`src/rtl/move_sequencer_if.sv`:
```
// Handshake and strobe bundle between the player front-end, move_sequencer and the game core.
interface move_sequencer_if #(
    parameter int unsigned DEPTH = 2
);
    localparam int unsigned CNT_W = $clog2(DEPTH + 1);

    logic             in_abort;
    logic             in_core_ready;
    logic             in_move_valid;
    logic [1:0]       in_move_row;
    logic [1:0]       in_move_col;
    logic [1:0]       in_move_val;
    logic             out_move_ready;
    logic             in_game_valid;
    logic [1:0]       in_game_diff;
    logic             out_game_ready;
    logic             out_new_game;
    logic             out_enter;
    logic [1:0]       out_diff_cell_val;
    logic [CNT_W-1:0] out_fifo_count;
    logic             out_busy;

    modport master (
        output in_abort, in_core_ready,
        output in_move_valid, in_move_row, in_move_col, in_move_val,
        output in_game_valid, in_game_diff,
        input  out_move_ready, out_game_ready,
        input  out_new_game, out_enter, out_diff_cell_val, out_fifo_count, out_busy
    );

    modport slave (
        input  in_abort, in_core_ready,
        input  in_move_valid, in_move_row, in_move_col, in_move_val,
        input  in_game_valid, in_game_diff,
        output out_move_ready, out_game_ready,
        output out_new_game, out_enter, out_diff_cell_val, out_fifo_count, out_busy
    );
endinterface

```
`src/rtl/move_sequencer.sv`:
```
// Queues move/new-game requests and replays them to the game core as new_game pulses and
// enter-qualified 2-bit fields separated by idle gaps.
module move_sequencer #(
    parameter int unsigned DEPTH      = 2,
    parameter int unsigned GAP_CYCLES = 1
) (
    input  logic            in_clka,
    input  logic            in_restart,
    move_sequencer_if.slave bus
);
    localparam int unsigned CNT_W = $clog2(DEPTH + 1);
    localparam int unsigned PTR_W = (DEPTH > 1) ? $clog2(DEPTH) : 1;
    localparam int unsigned GAP_W = (GAP_CYCLES > 1) ? $clog2(GAP_CYCLES) : 1;

    typedef enum logic [1:0] {IDLE, NEWG, SEND, GAP} state_e;

    state_e             state_q, state_d;
    logic [5:0]         mem_q [DEPTH];
    logic [5:0]         mem_d [DEPTH];
    logic [PTR_W-1:0]   wr_q, wr_d, rd_q, rd_d;
    logic [CNT_W-1:0]   count_q, count_d;
    logic [5:0]         send_q, send_d;
    logic [1:0]         field_q, field_d;
    logic               is_game_q, is_game_d;
    logic [GAP_W-1:0]   gap_q, gap_d;
    logic               new_game_q, new_game_d;
    logic               enter_q, enter_d;
    logic [1:0]         dcv_q, dcv_d;
    logic               busy_q, busy_d;

    logic               game_ready_c, move_ready_c;
    logic               push, pop, game_take;
    logic [1:0]         cur_field, last_field;

    function automatic logic [PTR_W-1:0] ptr_inc(input logic [PTR_W-1:0] p);
        return (p == PTR_W'(DEPTH - 1)) ? '0 : p + PTR_W'(1);
    endfunction

    // Readies are combinational; a game offered with a move wins the cycle.
    assign game_ready_c = !in_restart && (state_q == IDLE) && (count_q == '0);
    assign move_ready_c = !in_restart && (count_q < CNT_W'(DEPTH)) &&
                          !(bus.in_game_valid && game_ready_c);

    assign push      = bus.in_move_valid && move_ready_c && !bus.in_abort;
    assign game_take = bus.in_game_valid && game_ready_c && !bus.in_abort;
    assign pop       = (state_q == IDLE) && !game_take && (count_q != '0) &&
                       bus.in_core_ready && !bus.in_abort;

    // A game is stored in the row slot so field 0 carries diff.
    always_comb begin
        unique case (field_q)
            2'd0:    cur_field = send_q[5:4];
            2'd1:    cur_field = send_q[3:2];
            default: cur_field = send_q[1:0];
        endcase
        last_field = is_game_q ? 2'd0 : 2'd2;
    end

    always_comb begin
        state_d   = state_q;
        mem_d     = mem_q;
        wr_d      = wr_q;
        rd_d      = rd_q;
        count_d   = count_q + CNT_W'(push) - CNT_W'(pop);
        send_d    = send_q;
        field_d   = field_q;
        is_game_d = is_game_q;
        gap_d     = gap_q;

        if (push) begin
            mem_d[wr_q] = {bus.in_move_row, bus.in_move_col, bus.in_move_val};
            wr_d        = ptr_inc(wr_q);
        end
        if (pop) begin
            rd_d = ptr_inc(rd_q);
        end

        unique case (state_q)
            IDLE: begin
                if (game_take) begin
                    send_d    = {bus.in_game_diff, 4'b0000};
                    is_game_d = 1'b1;
                    field_d   = 2'd0;
                    state_d   = NEWG;
                end else if (pop) begin
                    send_d    = mem_q[rd_q];
                    is_game_d = 1'b0;
                    field_d   = 2'd0;
                    state_d   = SEND;
                end
            end
            NEWG: begin
                gap_d   = '0;
                state_d = GAP;
            end
            SEND: begin
                field_d = field_q + 2'd1;
                gap_d   = '0;
                state_d = GAP;
            end
            GAP: begin
                // field_q already points past the field just sent.
                if (gap_q == GAP_W'(GAP_CYCLES - 1)) begin
                    state_d = (field_q > last_field) ? IDLE : SEND;
                end else begin
                    gap_d = gap_q + GAP_W'(1);
                end
            end
            default: state_d = IDLE;
        endcase

        new_game_d = (state_q == NEWG);
        enter_d    = (state_q == SEND);
        dcv_d      = enter_d ? cur_field : 2'b00;
        busy_d     = (state_q != IDLE);

        if (bus.in_abort) begin
            state_d    = IDLE;
            wr_d       = '0;
            rd_d       = '0;
            count_d    = '0;
            new_game_d = 1'b0;
            enter_d    = 1'b0;
            dcv_d      = 2'b00;
            busy_d     = 1'b0;
        end
    end

    always_ff @(posedge in_clka or posedge in_restart) begin
        if (in_restart) begin
            state_q    <= IDLE;
            mem_q      <= '{default: '0};
            wr_q       <= '0;
            rd_q       <= '0;
            count_q    <= '0;
            send_q     <= '0;
            field_q    <= '0;
            is_game_q  <= 1'b0;
            gap_q      <= '0;
            new_game_q <= 1'b0;
            enter_q    <= 1'b0;
            dcv_q      <= 2'b00;
            busy_q     <= 1'b0;
        end else begin
            state_q    <= state_d;
            mem_q      <= mem_d;
            wr_q       <= wr_d;
            rd_q       <= rd_d;
            count_q    <= count_d;
            send_q     <= send_d;
            field_q    <= field_d;
            is_game_q  <= is_game_d;
            gap_q      <= gap_d;
            new_game_q <= new_game_d;
            enter_q    <= enter_d;
            dcv_q      <= dcv_d;
            busy_q     <= busy_d;
        end
    end

    assign bus.out_move_ready    = move_ready_c;
    assign bus.out_game_ready    = game_ready_c;
    assign bus.out_new_game      = new_game_q;
    assign bus.out_enter         = enter_q;
    assign bus.out_diff_cell_val = dcv_q;
    assign bus.out_fifo_count    = count_q;
    assign bus.out_busy          = busy_q;
endmodule

```
`src/flat_wrapper.sv`:
```
// flat-port wrapper written by rule: the top's interface ports become plain ports
module move_sequencer_flat 
#(
    parameter int unsigned DEPTH      = 2,
    parameter int unsigned GAP_CYCLES = 1
)
  (in_clka, in_restart, bus_in_abort, bus_in_core_ready, bus_in_move_valid, bus_in_move_row, bus_in_move_col, bus_in_move_val, bus_in_game_valid, bus_in_game_diff, bus_out_move_ready, bus_out_game_ready, bus_out_new_game, bus_out_enter, bus_out_diff_cell_val, bus_out_fifo_count, bus_out_busy);
  move_sequencer_if #(.DEPTH(DEPTH)) bus_i ();
  input  logic in_clka;
  input  logic in_restart;
  input wire logic [$bits(bus_i.in_abort)-1:0] bus_in_abort;
  input wire logic [$bits(bus_i.in_core_ready)-1:0] bus_in_core_ready;
  input wire logic [$bits(bus_i.in_move_valid)-1:0] bus_in_move_valid;
  input wire logic [$bits(bus_i.in_move_row)-1:0] bus_in_move_row;
  input wire logic [$bits(bus_i.in_move_col)-1:0] bus_in_move_col;
  input wire logic [$bits(bus_i.in_move_val)-1:0] bus_in_move_val;
  input wire logic [$bits(bus_i.in_game_valid)-1:0] bus_in_game_valid;
  input wire logic [$bits(bus_i.in_game_diff)-1:0] bus_in_game_diff;
  output wire logic [$bits(bus_i.out_move_ready)-1:0] bus_out_move_ready;
  output wire logic [$bits(bus_i.out_game_ready)-1:0] bus_out_game_ready;
  output wire logic [$bits(bus_i.out_new_game)-1:0] bus_out_new_game;
  output wire logic [$bits(bus_i.out_enter)-1:0] bus_out_enter;
  output wire logic [$bits(bus_i.out_diff_cell_val)-1:0] bus_out_diff_cell_val;
  output wire logic [$bits(bus_i.out_fifo_count)-1:0] bus_out_fifo_count;
  output wire logic [$bits(bus_i.out_busy)-1:0] bus_out_busy;
  assign bus_i.in_abort = bus_in_abort;
  assign bus_i.in_core_ready = bus_in_core_ready;
  assign bus_i.in_move_valid = bus_in_move_valid;
  assign bus_i.in_move_row = bus_in_move_row;
  assign bus_i.in_move_col = bus_in_move_col;
  assign bus_i.in_move_val = bus_in_move_val;
  assign bus_i.in_game_valid = bus_in_game_valid;
  assign bus_i.in_game_diff = bus_in_game_diff;
  assign bus_out_move_ready = bus_i.out_move_ready;
  assign bus_out_game_ready = bus_i.out_game_ready;
  assign bus_out_new_game = bus_i.out_new_game;
  assign bus_out_enter = bus_i.out_enter;
  assign bus_out_diff_cell_val = bus_i.out_diff_cell_val;
  assign bus_out_fifo_count = bus_i.out_fifo_count;
  assign bus_out_busy = bus_i.out_busy;
  move_sequencer #(.DEPTH(DEPTH), .GAP_CYCLES(GAP_CYCLES)) u_core (.in_clka(in_clka), .in_restart(in_restart), .bus(bus_i));
endmodule
```
`config.mk`:
```
export PLATFORM = sky130hd
export DESIGN_NAME = move_sequencer_flat
export DESIGN_NICKNAME = d
export VERILOG_FILES = /design/src/rtl/move_sequencer_if.sv /design/src/rtl/move_sequencer.sv /design/src/flat_wrapper.sv
export SDC_FILE = /design/constraint.sdc
export NUM_CORES = 1
export LEC_CHECK = 0
export ABC_AREA = 1
export BUFFER_PORTS_ARGS = -buffer_cell sky130_fd_sc_hd__buf_2
export CORE_ASPECT_RATIO = 1.5
export CORE_MARGIN = 2
export CORE_UTILIZATION = 35
export DETAILED_ROUTE_END_ITERATION = 10
export GPL_TIMING_DRIVEN = 0
export PLACE_DENSITY_LB_ADDON = 0.05
export SYNTH_ARGS = -nofsm -noshare
export SYNTH_HDL_FRONTEND = slang
export SYNTH_SLANG_ARGS = --single-unit
export TNS_END_PERCENT = 20
```
`constraint.sdc`:
```
create_clock -name in_clka -period 1.91 [get_ports in_clka]
set_input_delay 0.191 -clock in_clka [delete_from_list [all_inputs] [get_ports in_clka]]
set_output_delay 0.191 -clock in_clka [all_outputs]
set_load 0.05 [all_outputs]
```
Yosys cells after proc, flatten, opt, wreduce, memory -nomap -nowiden:

Cells that the tools add are included.
W data, S select, Z words.

* add/subtract/negate cells: 6
* reduce and logical (&&, ||, !) cells: 31
* shifts and indexed selects: 0
* bitwise gates (word level): 2
* $lt $le $gt $ge: 5
* divide/modulo/power cells: 0
* multiplexer cells: 35
* multipliers: 0
* equal/unequal tests: 7

Operators by type and width (number)
* $mux W6: 6
* $mux W2: 11
* $reduce_bool A2 Y1: 7
* $logic_and A1 B1 Y1: 13
* $bwmux W12: 1
* $mux W1: 12
* $pmux W2 S2: 2
* $demux W6 S1: 1
* $logic_not A2 Y1: 3
* $pmux W2 S3: 1
* $reduce_and A2 Y1: 3
* $eq A2 B1 Y1 const B: 2
* $eq A2 B2 Y1 const B: 2
* $ge A2 B2 Y1 const B: 2
* $logic_not A1 Y1: 4
* $ne A4 B2 Y1 const B: 1
* $not A1 Y2: 2
* $add A1 B1 Y1 const B: 3
* $ne A3 B1 Y1 const B: 1
* $ne A3 B3 Y1 const B: 1
* $add A2 B1 Y2: 1
* $add A2 B1 Y2 const B: 1
* $gt A2 B2 Y1: 1
* $lt A2 B1 Y1 const B: 1
* other kinds (4): 4

* output and inout port bits: 9
* bits in writable memories: 0
* bits in registers: 33
* latch bits: 0
* memories: 0
* word-level logic and storage cells: 100
* bits in read-only memories: 0

Depth between registers and ports, before layout:

* depth after elaboration: 14
* depth in mapped cells: 13

Worst setup path after synthesis:

No wires, ideal clock.

* path type: reg2reg
* start point: register u_core.state_q[0]
* end point: register u_core.state_q[1]
* library setup time: 127 ps
* data required time: 1783 ps
* buffers on the path: 1
* arrival: 2316 ps
* slack: -534 ps
* cell stages (with the launch flop): 9
* cell sequence: dfrtp_1 inv_1 ha_1 buf_6 inv_8 nor3_1 nand3_1 nand3_1 o21ai_0

* word-level cells in the longest chain between the ends: 12
* elaborated cells between the ends (all ways): 20
* those cells by class: eq/ne: 5; mux: 3; reduce/logical: 12

Ends and longest elaborated chain
* start, declared: line move_sequencer.sv:17 `state_e state_q, state_d;`
* start signal, assigned: line move_sequencer.sv:145 `state_q <= state_d;`
* $logic_not A2 Y1 *: line move_sequencer.sv:40 `assign game_ready_c = !in_restart && (state_q == IDLE) && (count_q == '0);`
* $logic_and A1 B1 Y1 * (2 in a row): line move_sequencer.sv:40
* named net bus_out_game_ready: line flat_wrapper.sv:20 `output wire logic [$bits(bus_i.out_game_ready)-1:0] bus_out_game_ready;`
* $logic_and A1 B1 Y1 * (2 in a row): line move_sequencer.sv:45 `assign game_take = bus.in_game_valid && game_ready_c && !bus.in_abort;`
* $logic_not A1 Y1: line move_sequencer.sv:46 `assign pop = (state_q == IDLE) && !game_take && (count_q != '0) &&`
* $logic_and A1 B1 Y1 (3 in a row): line move_sequencer.sv:46
* $logic_and A1 B1 Y1: line move_sequencer.sv:47 `bus.in_core_ready && !bus.in_abort;`
* $ne A4 B2 Y1 (no line)
* $reduce_and A2 Y1 (no line)

The timed path passes the listed nets; every way through them passes the cells marked *.
A chain may end at the register's enable or synchronous reset.

Worst setup path in the final report:

* start point: register u_core.state_q[0]
* end point: register u_core.count_q[1], in the netlist u_core.bus.out_fifo_count[1]

* word-level cells in the longest chain between the ends: 12
* elaborated cells between the ends (all ways): 17
* those cells by class: add/sub: 2; mux: 1; reduce/logical: 14

Ends and longest elaborated chain
* $logic_not A2 Y1 *: line move_sequencer.sv:40, move_sequencer.sv:46
* branches (longest 9 deep; another with $add A2 B1 Y2)
* $sub A2 B1 Y2 *: line move_sequencer.sv:64 `count_d = count_q + CNT_W'(push) - CNT_W'(pop);`
* $mux W2 *: line move_sequencer.sv:117 `if (bus.in_abort) begin`
* named net u_core.count_d[1]: line move_sequencer.sv:21 `logic [CNT_W-1:0] count_q, count_d;`
* end signal, assigned: line move_sequencer.sv:149 `count_q <= count_d;`
* end, declared: line move_sequencer.sv:21

Mark *: on every way through the listed nets, which the timed path passes.

==> results.cfg <==
[detailed_routing]
drt_iter0_drc = 40
routedWlPerCell_um = 11.94
ant_nets = 0
num_vias = 1391
avgViaCountPerCell = 4.502
wl_mm = 3.690
route.detailed.drc = 0
drt-pass1-iter-count = 4

[worst_setup_path]
end_kind = flip-flop
required_ns = 2.12
cpMaxStageDelayCell = dfrtp_1
worstPathMaxFanout = 3
path_buf_inv = 4
worstSetupPathType = reg2reg
crit_path_frequent_cell = ha_4
startpoint = u_core.state_q[0]
cp_top_family = adder cells
start_kind = flip-flop
r2r_start = u_core.state_q[0]
ff2ff_path_depth = 12
slowest_delay_ns = 0.40
arrival_ns = 2.04
cp.depth = 12
worstPathCellList = inv_2 -> ha_4 -> inv_8 -> nor2_8 -> nand3_4 -> nand4_4 -> clkinv_4 -> ha_4 -> inv_2 -> ha_4 -> xor2_1 -> nor2_1

[pwr]
power.total_uw = 2810
powerDensity_nw_per_um2 = 1273
ir_drop_v = 0.0005785
power_leakage_uw = 0.001148

[run]
maxCapViolations = 0

[floorplan]
io_pins = 23
die_x_um = 62.81
dieHeight_um = 92.21
start_util_pct = 35.70
rows = 32
die-area_sq_um = 5791
core_area_sq_um = 5085

[grt]
grt_max_degree = 34
overflow = 0
grt_use_total_pct = 14.62
grt_pass1_vias = 1461
grt_pass1_wl_mm = 6.651
antenna_found_initial = 0

[logic_synthesis]
syn-cell-area_sq_um = 1815
syn_nets = 228
syn_avg_cell_area_sq_um = 8.899
synth_edf_count = 0
synthXorXnorAreaFrac_pct = 0.9649
synth_top_family_by_area = simple AND/OR/NAND/NOR gates
synth-simple-area-share_pct = 36.60
synthMuxAreaShare_pct = 0
ys_ff_latch = 32
synth_fa_ha_area_share_pct = 6.892
synth_top_cells_by_area = dfrtp_1 44%, nand2_1 14%, nand3_1 8.8%
synth_top_area_share_pct = 44.11
synth_compound_area_share_pct = 4.204
synth_flop_cell = dfrtp_1
synth_commonest_cells = 66 x nand2_1, 32 x dfrtp_1, 32 x nand3_1, 19 x inv_1, 10 x ha_1
synth_cell_types = 26
synth_most_common_cell = nand2_1
synth_top_area_cell = dfrtp_1
yosys_warnings = 0
synthArstFlopShare_pct = 100.0
yosysSeqAreaShare_pct = 44.11
syn_inst = 204

[clock_network]
clock-sinks = 32
cts_tree = built
cts-root-buf = clkbuf_8
clkTransAtPathRegs_ns = 0.07
worstSkewPairLatency_ns = 0.28
numCtsBuffers = 5
clock_path_buffers = 2
hold_buffers = 0
htreeDepth = 2

[timing]
worst_clock_skew_ns = 0.006673
finalCriticalPeriod_ns = 1.829
final.setup.tns_ns = 0
final-setup-viol-count = 0
relSlewSlack_pct = 59.61
finalHoldViolations = 0
worst_pin_slew_ns = 0.6036
drv_slew = 0
max_freq_ghz = 0.5467
final.period_utilization_pct = 95.77
fin_ws_ns = 0.08071
rsz0062_at_grt = true

[finish]
stdcell_count = 309
drive_gt1_share_pct = 28.22
nets = 264
n_antenna_cell = 0
fin_util_pct = 43.41
area_delta_synth_final_pct = 21.57

[placed_design]
dpl.hpwl_mm = 2.755
place_inst = 293
gp_congestion = 0.7242
port-buffer-count = 21
place_ws_ns = -0.2131

[run_status]
outcome = complete, no violations

[worst_hold_path]
worstHoldPathType = in2async
## per-stage QoR
| step | hold WS [ns] | instance area [sq um] |
|---|---|---|
| floorplan | 0.1311 | 1867 |
| global placement | 0.3936 | 2057 |
| detailed placement | 0.4049 | 2057 |
| CTS | 0.09337 | 2203 |
| global route | 0.03904 | 2207 |
| finish | 0.001470 | 2207 |
## worst register-to-register path: cells and delay by family (launching register included)
kind | cells | cell delay (ns)
DFF | 1 | 0.40
and+or+nand+nor | 4 | 0.40
xor gates and xnor gates | 1 | 0.15
adders and majority gates | 3 | 0.58
buffers and inverters | 4 | 0.24
## power breakdown
group / switching [uW] / leakage, uW / internal, uW
Combinational: 770 / 0.000687 / 475
Clock: 250 / 0.0000445 / 293
Sequential: 127 / 0.000416 / 895
Total: 1150 / 0.00115 / 1660
## routing by layer
metal,global-route usage [%],vias to the layer above,share of wire (%)
li1,-,721,-
met4,5.000,0,1.4
met3,3.436,4,3.1
met5,0,-,0
met2,27.15,23,54
met1,16.04,643,41
## path summary, 6_finish.rpt
check,to,slack (ns)
max,u_core.bus.out_fifo_count[1],0.08
min,u_core.bus.out_busy,0.001
max reg2reg,u_core.bus.out_fifo_count[1],0.08
min reg2reg,u_core.mem_q[5],0.47
max in group asynchronous,u_core.bus.out_fifo_count[0],1.52
min in group in_clka,u_core.mem_q[10],0.14
## kinds of logic (layout without fill, tap and decap cells)
kind of cell | after synthesis | count (layout)
adders and majority gates | 10 | 10
xor gates and xnor gates | 2 | 2
DFF | 32 | 32
AOI/OAI and AO/OA | 10 | 10
buffers and inverters | 27 | 64
and+or+nand+nor | 123 | 123
## state kept, by name, indices dropped and copies added (netlist names)
name,flops
u_core.mem_q,12
u_core.send_q,6
u_core.bus.out_diff_cell_val,2
u_core.bus.out_fifo_count,2
u_core.field_q,2
u_core.state_q,2
u_core.bus.out_busy,1
u_core.bus.out_enter,1
u_core.bus.out_new_game,1
u_core.is_game_q,1
u_core.rd_q,1
u_core.wr_q,1
## cells in the final DEF, fill, tap and decap left out, types with 4 or more instances in the layout
cell type	instances
o21ai_0	4
buf_4	9
nor2_1	7
inv_1	16
ha_1	7
inv_2	4
clkbuf_8	6
buf_2	21
nand3_1	32
dfrtp_1	30
nand2_1	66
## layout make-up
| type | count | area (sq um) |
|---|---|---|
| clock inverter | 1 | 7.507 |
| buffer | 3 | 26.28 |
| clock buffer | 7 | 86.33 |
| tap | 68 | 85.08 |
| fill | 551 | 2878 |
| inverter | 23 | 100.1 |
| timing repair buffer | 30 | 172.7 |
| sequential | 32 | 803.3 |
| multi-input combinational | 145 | 925.9 |
## repair_timing
| item | 4_1_cts | 5_1_grt |
|---|---|---|
| setup buffers | 7 | 2 |
| endpoints found under the setup margin | 2 | 4 |
| pin swaps | 0 | 4 |
| gates resized for setup | 0 | 2 |
(Power assumes the default switching activity.)
